[config.mk]
export PLATFORM = sky130hd
export DESIGN_NAME = ti_share_stage_reg_flat
export DESIGN_NICKNAME = d
export VERILOG_FILES = /design/src/rtl/ti_share_stage_reg_pkg.sv /design/src/rtl/ti_share_stage_reg_if.sv /design/src/rtl/ti_share_stage_reg_remask.sv /design/src/rtl/ti_share_stage_reg.sv /design/src/flat_wrapper.sv
export SDC_FILE = /design/constraint.sdc
export NUM_CORES = 1
export LEC_CHECK = 0
export ABC_AREA = 1
export CAP_MARGIN = 5
export CORE_ASPECT_RATIO = 1.1
export CORE_MARGIN = 2
export CORE_UTILIZATION = 40
export DETAILED_ROUTE_END_ITERATION = 16
export GPL_TIMING_DRIVEN = 0
export PLACE_DENSITY = 0.87
export SYNTH_ARGS = -nofsm -noshare
export SYNTH_HDL_FRONTEND = slang
export SYNTH_SLANG_ARGS = --single-unit
[constraint.sdc]
create_clock -name clk -period 1.85 [get_ports clk]
set_clock_uncertainty 0.15 [all_clocks]
set_input_delay 0.4625 -clock clk [delete_from_list [all_inputs] [get_ports clk]]
set_output_delay 0.4625 -clock clk [all_outputs]
set_load 0.01 [all_outputs]
[src/rtl/ti_share_stage_reg_pkg.sv]
// ---------------------------------------------------------------------------
// ti_pkg
// Shared definitions for the threshold-implemented S-box share stage:
//   - default share count / share width and settle-counter width
//   - FSM state encoding (IDLE, SETTLE, OUT)
//   - share_slice(): extracts share idx of width nbit from a flat share bus
// No ports (package).
// ---------------------------------------------------------------------------
package ti_pkg;

    localparam int NSHARE_D  = 3;
    localparam int NBIT_D    = 4;
    localparam int SETTLE_W  = 4;   // holds SETTLE_CYC-1 for SETTLE_CYC in 0..15

    // Widest bus / slice the helper handles; callers size-cast in and out.
    localparam int BUS_MAX   = 64;
    localparam int SLICE_MAX = 16;

    typedef enum logic [1:0] {
        IDLE   = 2'd0,
        SETTLE = 2'd1,
        OUT    = 2'd2
    } state_t;

    function automatic logic [SLICE_MAX-1:0] share_slice(
        input logic [BUS_MAX-1:0] bus,
        input int                 idx,
        input int                 nbit
    );
        logic [BUS_MAX-1:0] mask;
        mask = (BUS_MAX'(1) << nbit) - BUS_MAX'(1);
        return SLICE_MAX'((bus >> (idx * nbit)) & mask);
    endfunction

endpackage

[src/rtl/ti_share_stage_reg_if.sv]
// ---------------------------------------------------------------------------
// ti_share_stage_reg_if
// Handshake bundle around the share stage register.
//   in_valid/in_ready/in_shares : stage-1 shares in (share i at [i*NBIT +: NBIT])
//   rnd/rnd_valid/rnd_ack       : fresh randomness in, consumed-pulse out
//   out_valid/out_ready/out_shares : registered shares to stage 2
// master = upstream/downstream environment, slave = the stage register.
// ---------------------------------------------------------------------------
interface ti_share_stage_reg_if #(
    parameter int NSHARE = 3,
    parameter int NBIT   = 4
);
    logic                     in_valid;
    logic                     in_ready;
    logic [NSHARE*NBIT-1:0]   in_shares;
    logic [NSHARE*NBIT-1:0]   rnd;
    logic                     rnd_valid;
    logic                     rnd_ack;
    logic                     out_valid;
    logic                     out_ready;
    logic [NSHARE*NBIT-1:0]   out_shares;

    modport master (
        output in_valid, in_shares, rnd, rnd_valid, out_ready,
        input  in_ready, rnd_ack, out_valid, out_shares
    );

    modport slave (
        input  in_valid, in_shares, rnd, rnd_valid, out_ready,
        output in_ready, rnd_ack, out_valid, out_shares
    );
endinterface

[src/rtl/ti_share_stage_reg_remask.sv]
// ---------------------------------------------------------------------------
// ti_remask
// Combinational share-rotating refresh:
//   o_share[i] = i_share[i] ^ r[i] ^ r[(i-1) mod NSHARE]
// Every r_j lands in exactly two shares, so the XOR of all shares is kept.
// Ports:
//   i_shares : NSHARE*NBIT  input shares
//   i_rnd    : NSHARE*NBIT  fresh randomness
//   o_shares : NSHARE*NBIT  refreshed shares
// ---------------------------------------------------------------------------
module ti_remask
    import ti_pkg::*;
#(
    parameter int NSHARE = NSHARE_D,
    parameter int NBIT   = NBIT_D
) (
    input  logic [NSHARE*NBIT-1:0] i_shares,
    input  logic [NSHARE*NBIT-1:0] i_rnd,
    output logic [NSHARE*NBIT-1:0] o_shares
);

    for (genvar gi = 0; gi < NSHARE; gi++) begin : g_share
        localparam int PREV = (gi + NSHARE - 1) % NSHARE;
        logic [NBIT-1:0] w_s;
        logic [NBIT-1:0] w_r_own;
        logic [NBIT-1:0] w_r_prev;
        assign w_s      = NBIT'(share_slice(BUS_MAX'(i_shares), gi,   NBIT));
        assign w_r_own  = NBIT'(share_slice(BUS_MAX'(i_rnd),    gi,   NBIT));
        assign w_r_prev = NBIT'(share_slice(BUS_MAX'(i_rnd),    PREV, NBIT));
        assign o_shares[gi*NBIT +: NBIT] = w_s ^ w_r_own ^ w_r_prev;
    end

endmodule

[src/rtl/ti_share_stage_reg.sv]
// ---------------------------------------------------------------------------
// ti_share_stage_reg
// Pipeline register + optional refresh between the stage-1 and stage-2
// component-function layers of a threshold-implemented 4-bit S-box. The
// captured shares are held unchanged through a SETTLE_CYC-cycle settle
// window and the OUT phase, isolating glitches between nonlinear layers.
// Build option: define TI_REMASK_EN to re-mask with bus.rnd on capture
// (in_ready gated by rnd_valid, rnd_ack pulses). Undefined: shares pass
// through, rnd/rnd_valid ignored, rnd_ack = 0.
// Ports:
//   clk : clock
//   rst : synchronous active-high reset
//   bus : ti_share_stage_reg_if.slave (in/rnd/out handshakes, see interface)
// ---------------------------------------------------------------------------
module ti_share_stage_reg
    import ti_pkg::*;
#(
    parameter int NSHARE     = NSHARE_D,
    parameter int NBIT       = NBIT_D,
    parameter int SETTLE_CYC = 1
) (
    input  logic                 clk,
    input  logic                 rst,
    ti_share_stage_reg_if.slave  bus
);

    localparam int W = NSHARE * NBIT;

    state_t                r_state;
    state_t                w_state_nxt;
    logic [SETTLE_W-1:0]   r_cnt;
    logic [SETTLE_W-1:0]   w_cnt_nxt;
    logic [W-1:0]          r_shares_p1;
    logic [W-1:0]          w_shares_p0;
    logic                  w_in_ready;
    logic                  w_fire;

`ifdef TI_REMASK_EN
    ti_remask #(
        .NSHARE (NSHARE),
        .NBIT   (NBIT)
    ) u_remask (
        .i_shares (bus.in_shares),
        .i_rnd    (bus.rnd),
        .o_shares (w_shares_p0)
    );
    // Accept only when fresh randomness is available to consume.
    assign w_in_ready = !rst && (r_state == IDLE) && bus.rnd_valid;
    assign bus.rnd_ack = w_fire;
`else
    logic w_unused_rnd;
    assign w_unused_rnd = ^{bus.rnd, bus.rnd_valid};
    assign w_shares_p0  = bus.in_shares;
    assign w_in_ready   = !rst && (r_state == IDLE);
    assign bus.rnd_ack  = 1'b0;
`endif

    assign w_fire        = w_in_ready && bus.in_valid;
    assign bus.in_ready  = w_in_ready;
    assign bus.out_valid = (r_state == OUT);
    assign bus.out_shares = r_shares_p1;

    always_comb begin
        w_state_nxt = r_state;
        w_cnt_nxt   = r_cnt;
        case (r_state)
            IDLE: begin
                if (w_fire) begin
                    if (SETTLE_CYC > 0) begin
                        w_state_nxt = SETTLE;
                        w_cnt_nxt   = SETTLE_W'(SETTLE_CYC - 1);
                    end else begin
                        w_state_nxt = OUT;
                    end
                end
            end
            SETTLE: begin
                if (r_cnt == '0) begin
                    w_state_nxt = OUT;
                end else begin
                    w_cnt_nxt = r_cnt - SETTLE_W'(1);
                end
            end
            OUT: begin
                // No bypass: IDLE must be re-entered before the next capture.
                if (bus.out_ready) begin
                    w_state_nxt = IDLE;
                end
            end
            default: w_state_nxt = IDLE;
        endcase
    end

    // p0 -> p1: capture the (refreshed) shares; held until the next capture
    always_ff @(posedge clk) begin
        if (rst) begin
            r_state     <= IDLE;
            r_cnt       <= '0;
            r_shares_p1 <= '0;
        end else begin
            r_state <= w_state_nxt;
            r_cnt   <= w_cnt_nxt;
            if (w_fire) begin
                r_shares_p1 <= w_shares_p0;
            end
        end
    end

endmodule
[src/flat_wrapper.sv]
// flat-port wrapper written by rule: the top's interface ports become plain ports
module ti_share_stage_reg_flat import ti_pkg::*;
#(
    parameter int NSHARE     = NSHARE_D,
    parameter int NBIT       = NBIT_D,
    parameter int SETTLE_CYC = 1
)
  (clk, rst, bus_in_valid, bus_in_shares, bus_rnd, bus_rnd_valid, bus_out_ready, bus_in_ready, bus_rnd_ack, bus_out_valid, bus_out_shares);
  ti_share_stage_reg_if #(.NSHARE(NSHARE), .NBIT(NBIT)) bus_i ();
  input  logic clk;
  input  logic rst;
  input wire logic [$bits(bus_i.in_valid)-1:0] bus_in_valid;
  input wire logic [$bits(bus_i.in_shares)-1:0] bus_in_shares;
  input wire logic [$bits(bus_i.rnd)-1:0] bus_rnd;
  input wire logic [$bits(bus_i.rnd_valid)-1:0] bus_rnd_valid;
  input wire logic [$bits(bus_i.out_ready)-1:0] bus_out_ready;
  output wire logic [$bits(bus_i.in_ready)-1:0] bus_in_ready;
  output wire logic [$bits(bus_i.rnd_ack)-1:0] bus_rnd_ack;
  output wire logic [$bits(bus_i.out_valid)-1:0] bus_out_valid;
  output wire logic [$bits(bus_i.out_shares)-1:0] bus_out_shares;
  assign bus_i.in_valid = bus_in_valid;
  assign bus_i.in_shares = bus_in_shares;
  assign bus_i.rnd = bus_rnd;
  assign bus_i.rnd_valid = bus_rnd_valid;
  assign bus_i.out_ready = bus_out_ready;
  assign bus_in_ready = bus_i.in_ready;
  assign bus_rnd_ack = bus_i.rnd_ack;
  assign bus_out_valid = bus_i.out_valid;
  assign bus_out_shares = bus_i.out_shares;
  ti_share_stage_reg #(.NSHARE(NSHARE), .NBIT(NBIT), .SETTLE_CYC(SETTLE_CYC)) u_core (.clk(clk), .rst(rst), .bus(bus_i));
endmodule
==> impl_metrics.tcl, run 1 <==
set metrics [dict create \
    status "finished, final reports clean" \
    clkTransAtPathRegs_ns 0.10 \
    top_level_ports 44 \
    p_seq_share_pct 51.5 \
    netSwitchingFraction_pct 27.85 \
    comb_power_share_pct 25.9 \
    post_route_cells_drive_above_1_share_pct 18.06 \
    floorplan.die_area_sq_um 2492 \
    detail_route.wirelength.met1_um 790 \
    synth_top_cells_by_area "sky130_fd_sc_hd__dfxtp_1, sky130_fd_sc_hd__nand3_1, sky130_fd_sc_hd__nand2_1" \
    synthesis.area_per_instance_sq_um 7.666 \
    floorplan.initialDensity_pct 42.18 \
    drt.antenna.violating_nets 0 \
    timing.fmax_ghz 0.5511 \
    syn_inst 110 \
    final_count_of_hold_timing_violations 0 \
    dr_iter_0_viols 10 \
    flip_flop_cell_with_the_highest_count_after_synthesis "sky130_fd_sc_hd__dfxtp_1" \
    insertion_delay_ns 0.28 \
    grt_first_pass_wirelength_um 2863 \
    timing_max_transition_violations_final 0 \
    cts_root_buf "sky130_fd_sc_hd__clkbuf_4" \
    met3_wirelength_um 131 \
    final.hold.worst_slack_ns 0.3130 \
    post_drt_via_cell_ratio 4.791 \
    internal_power_mw 0.5963 \
    route.vias.total 824 \
    top_routing_layer_in_use "met4" \
    most_area_hungry_cell_type_in_the_yosys_netlist "sky130_fd_sc_hd__dfxtp_1" \
    post_synth_num_cell_types 22 \
    cts.path.max_buffers 2 \
    first_global_vias 774 \
    wire_per_inst_um 11.07 \
    ctsHtreeMaxLevel 1 \
    place_worst_setup_slack_ns -0.3176 \
    cts_sinks 18 \
    gr-total-overflow 0 \
    timing.critical_path.required_ns 1.24 \
    synth-edff-count 0 \
    static-leakage-power_nw 0.4943 \
    postSynthRegisterBits 18 \
    crit_path_max_fanout 8 \
    grt_antenna_before_repair 0 \
    switching_power_mw 0.2302 \
    totalWireLength_um 1904 \
    post-synth-top-area-fraction_pct 42.73 \
    nNetsFinal 177 \
    total_power_mw 0.8264 \
    p_per_area_nw_per_um2 681.6 \
    kind_of_end_point_of_the_critical_path "primary output" \
    numCtsBuffers 3 \
    dp_hpwl_um 1465 \
    ys_warn_count 0 \
    async_flop_share_pct 0 \
    clock_period_minus_worst_slack_ns 1.814 \
    dieHeight_um 52.16 \
    post_cts_hold_buffer_count 0 \
    antenna_cells 0 \
    fp.coreArea_sq_um 1999 \
    grt_use_total_pct 15.89 \
    hp-class "in2reg" \
    worst_setup_path_start_kind "input port" \
    routabilityCongestion 0.8370 \
    finalInstanceArea_sq_um 1212 \
    die_span_in_x_um 47.78 \
    clockPowerShare_pct 22.5 \
    final.period_utilization_pct 98.08 \
    placed_area_sq_um 1159 \
    synth_nets 141 \
    ir_drop_v 0.0003689 \
    area.growth.synth_to_final_pct 43.77 \
    synth.cell_area_sq_um 843.3 \
    cap_viol_max_count 0 \
    row_count 17 \
    critical_path_class "in2out" \
    layout_setup_ws_ns 0.03559 \
    cp_data_arrival_time_ns 1.20 \
    detail_route.drc_violations 0 \
    grt_start_max_net_pins 11 \
    cts_tree "done" \
    ys_seq_area_share_pct 42.73 \
    port-buffer-count 28 \
    count_of_endpoints_failing_setup_in_the_final_report 0 \
    wl_met2_um 943 \
    drt_pre_antenna_iters 4 \
]
[synth_stat cells (2+ instances only)]
cell type,count
sky130_fd_sc_hd__nor2_2,2
sky130_fd_sc_hd__buf_4,2
sky130_fd_sc_hd__inv_2,3
sky130_fd_sc_hd__inv_1,6
sky130_fd_sc_hd__a21oi_1,13
sky130_fd_sc_hd__nand2_1,20
sky130_fd_sc_hd__nor2_1,12
sky130_fd_sc_hd__nand2_4,2
sky130_fd_sc_hd__nand2_2,2
sky130_fd_sc_hd__ha_1,2
sky130_fd_sc_hd__buf_2,2
sky130_fd_sc_hd__nand3_1,17
sky130_fd_sc_hd__dfxtp_1,18
[final cells by class]
cell class / count / area, sq um
fill: 169 / 787.0
multi-input combinational: 77 / 405.4
sequential: 18 / 365.4
timing repair buffer: 31 / 302.8
buffer: 6 / 47.55
tap: 28 / 35.03
inverter: 9 / 33.78
clock buffer: 3 / 22.52
[per-stage QoR]
stage / setup TNS (ns) / cells / util [%]
after floorplan: 0 / 110 / -
after global placement: -0.2918 / 166 / 57.95
after detailed placement: -0.3176 / 166 / 57.95
after CTS: -0.01805 / 170 / 59.76
after global routing: -0.01301 / 172 / 60.64
final: 0 / 172 / 60.64
[sequential cells by signal, indices dropped and copies added (netlist names)]
signal                 flops
u_core.bus.out_shares     12
u_core.r_state             2
u_core.r_cnt               4
[what timing repair did]
item,CTS,global route
hold endpoints to repair,0,0
pin swaps,1,1
gates resized for setup,7,1
cloned,0,0
setup endpoints to repair,2,1
buffers inserted,1,2
[power by group through the flow]
stage	clock network [mW]	logic (mW)	registers [mW]
finish	0.186	0.214	0.426
global route	0.203	0.238	0.428
CTS	0.191	0.209	0.427
detailed placement	0	0.204	0.435
global placement	0	0.197	0.434
floorplan	0	0.114	0.439
[worst paths after layout]
check,cells past startpoint,to,slack [ns],from
max,4,bus_in_ready,0.04,rst
min,2,u_core.bus.out_shares[10],0.31,rst
max reg2reg,8,u_core.r_cnt[3],0.48,u_core.r_cnt[0]
min reg2reg,2,u_core.bus.out_shares[10],0.32,u_core.bus.out_shares[10]
[worst max-delay path, stage by stage]
cell and delay, ns:
sky130_fd_sc_hd__buf_2 0.16, sky130_fd_sc_hd__nor3_4 0.21, sky130_fd_sc_hd__buf_6 0.14, sky130_fd_sc_hd__clkdlybuf4s15_2 0.22
[cells by family (layout without fill, tap and decap cells)]
family                     Yosys count  in the layout  synth area share (%)
DFF                                 18             18                 42.73
and+or+nand+nor                     59             59                 35.31
other                                1              1                0.4447
adders and majority gates            2              2                 2.967
AOI/OAI and AO/OA                   15             15                 9.347
buffers and inverters               15             49                 9.197
[cells in the final DEF, fill, tap and decap left out, types with 2 or more instances in the layout]
cell type / n
sky130_fd_sc_hd__clkdlybuf4s50_1: 26
sky130_fd_sc_hd__nand2_1: 20
sky130_fd_sc_hd__nand3_1: 17
sky130_fd_sc_hd__dfxtp_1: 16
sky130_fd_sc_hd__a21oi_1: 13
sky130_fd_sc_hd__nor2_1: 12
sky130_fd_sc_hd__inv_1: 6
sky130_fd_sc_hd__buf_4: 4
sky130_fd_sc_hd__inv_2: 3
sky130_fd_sc_hd__clkbuf_4: 3
sky130_fd_sc_hd__buf_2: 2
sky130_fd_sc_hd__nor2_2: 2
sky130_fd_sc_hd__nand2_2: 2
sky130_fd_sc_hd__nand2_4: 2
sky130_fd_sc_hd__ha_1: 2
[layer usage]
metal  track usage, %  vias up
met5                0        -
met4            6.757        0
met3            3.472        6
met2            30.89       26
met1            14.65      374
li1                 -      418
No activity file was read; power rests on OpenSTA's default activity.
==> run 2, diff against run 1 <==
--- a/config.mk
+++ b/config.mk
@@ -13,6 +13,7 @@
 export DETAILED_ROUTE_END_ITERATION = 16
 export GPL_TIMING_DRIVEN = 0
 export PLACE_DENSITY = 0.87
+export SETUP_SLACK_MARGIN = 0.3
 export SYNTH_ARGS = -nofsm -noshare
 export SYNTH_HDL_FRONTEND = slang
 export SYNTH_SLANG_ARGS = --single-unit
==> constraint.sdc (replaced) <==
create_clock -name clk -period 2.3 [get_ports clk]
set_clock_uncertainty 0.15 [all_clocks]
set_input_delay 0.575 -clock clk [delete_from_list [all_inputs] [get_ports clk]]
set_output_delay 0.575 -clock clk [all_outputs]
set_load 0.01 [all_outputs]
==> run 2 against run 1 <==
Sequential cell count did not move. Sequential power fell by 19%. First-iteration DRC count fell by 10%. Sequential share of layout area rose by 0.39 points.
==> impl_metrics.tcl, run 2 (synthesis results as in run 1) <==
set metrics [dict create \
    dp.cells 166 \
    nNetsFinal 175 \
    drt.antenna.violating_nets 0 \
    die_span_in_x_um 47.78 \
    cp_slowest_cell "sky130_fd_sc_hd__nor3_4" \
    drt_pre_antenna_iters 4 \
    first_global_vias 771 \
    hp-class "reg2reg" \
    cp_data_arrival_time_ns 1.23 \
    p_per_area_nw_per_um2 553.9 \
    insertion_delay_ns 0.28 \
    post_route_cells_drive_above_1_share_pct 16.90 \
    cap_viol_max_count 0 \
    timing.fmax_ghz 0.5103 \
    detail_route.drc_violations 0 \
    cts_sinks 18 \
    row_count 17 \
    cts.path.max_buffers 2 \
    cts_tree "done" \
    static-leakage-power_nw 0.4838 \
    path_cells "buf_2 > nor3_4 > buf_6 > clkbuf_2" \
    floorplan.die_area_sq_um 2492 \
    most_common_cell_after_layout_fill_and_taps_aside "sky130_fd_sc_hd__clkdlybuf4s50_1" \
    post_cts_hold_buffer_count 0 \
    totalWireLength_um 1849 \
    dieHeight_um 52.16 \
    filler_cell_count 172 \
    gr-total-overflow 0 \
    max_stage_delay_ns 0.20 \
    post_drt_via_cell_ratio 4.824 \
    largest_register_ff_count 12 \
    final.period_utilization_pct 85.20 \
    cpLargestDelayFamily "buffers and inverters" \
    grt_first_pass_wirelength_um 2877 \
    numCtsBuffers 3 \
    area.growth.synth_to_final_pct 40.95 \
    clock_period_minus_worst_slack_ns 1.960 \
    layout_common_cells "sky130_fd_sc_hd__clkdlybuf4s50_1, sky130_fd_sc_hd__nand2_1, sky130_fd_sc_hd__nand3_1" \
    final_count_of_hold_timing_violations 0 \
    floorplan.initialDensity_pct 42.18 \
    grt_antenna_before_repair 0 \
    cts_root_buf "sky130_fd_sc_hd__clkbuf_4" \
    grt_start_max_net_pins 11 \
    kind_of_end_point_of_the_critical_path "primary output" \
    rsz_0062_raised_after_global_routing "no" \
    timing.critical_path.required_ns 1.57 \
    timing_max_transition_violations_final 0 \
    final_util_pct 59.45 \
    port-buffer-count 28 \
    clkTransAtPathRegs_ns 0.10 \
    total_power_mw 0.6584 \
    antenna_cells 0 \
    top_level_ports 44 \
    count_of_endpoints_failing_setup_in_the_final_report 0 \
    wp_buf_inv 3 \
    grt_use_total_pct 15.96 \
    routabilityCongestion 0.8370 \
    wire_per_inst_um 10.88 \
    critical_path_class "in2out" \
    ctsHtreeMaxLevel 1 \
    route.vias.total 820 \
    crit_path_max_fanout 10 \
    fin_cells 170 \
    finalSetupTns_ns 0 \
    dr_iter_0_viols 9 \
    dp_hpwl_um 1465 \
    status "finished, final reports clean" \
    final.hold.worst_slack_ns 0.3161 \
    worst_setup_path_start_kind "input port" \
    ir_drop_v 0.0002967 \
    fp.coreArea_sq_um 1999 \
]
==> run 2: changes by cell type in the layout (fill, tap and decap cells not counted), sizes merged <==
cell | previous run | this run
buf | 8 | 6
clkbuf | 4 | 5
clkdlybuf4s15 | 1 | 0
==> run 2: power breakdown <==
group          internal (mW)  switching, mW
combinational         0.0837         0.0820
clock                 0.0607         0.0890
sequential             0.330         0.0125
==> run 2: worst paths after layout <==
kind         slack, ns                   endpoint                      start  cells past startpoint
max               0.34               bus_in_ready                        rst                      4
min               0.32  u_core.bus.out_shares[10]  u_core.bus.out_shares[10]                      2
max reg2reg       0.93            u_core.r_cnt[3]            u_core.r_cnt[0]                      8
min reg2reg       0.32  u_core.bus.out_shares[10]  u_core.bus.out_shares[10]                      2
==> run 2: metal layers <==
layer  part of all wire [%]  GRT usage [%]  wire, um
met5                      0              0         0
met4                    2.1          6.757        38
met3                    6.8          3.472       126
met2                     51          30.89       941
met1                     40          14.86       741
==> run 2: layout make-up <==
type / count / area, sq um / share of cell area [%]
clock buffers: 3 / 22.52 / 1.895
repair buffers: 29 / 281.5 / 23.68
multi-input cells: 77 / 405.4 / 34.11
plain buffers: 6 / 47.55 / 4.000
well taps: 28 / 35.03 / 2.947
flip-flops and latches: 18 / 362.8 / 30.53
inverters: 9 / 33.78 / 2.842
==> run 2: timing repair <==
action,CTS,global route
buffers inserted,1,0
pin swaps,1,0
setup endpoints to repair,2,1
resized for setup,5,2
==> run 2: tightest hold or removal path: cells and delay by family (launching register included) <==
family           cells  cell delay [ns]
AO/OA/AOI/OAI        1             0.05
AND/OR/NAND/NOR      1             0.06
flip-flops           1             0.32
==> run 2: stage by stage <==
stage / worst slack, ns / cell area (sq um)
after floorplan: 0.5154 / 843.3
after global placement: -0.06680 / 1159
after detailed placement: -0.09258 / 1159
after CTS: 0.1975 / 1192
after global routing: 0.3004 / 1189
final: 0.3404 / 1189
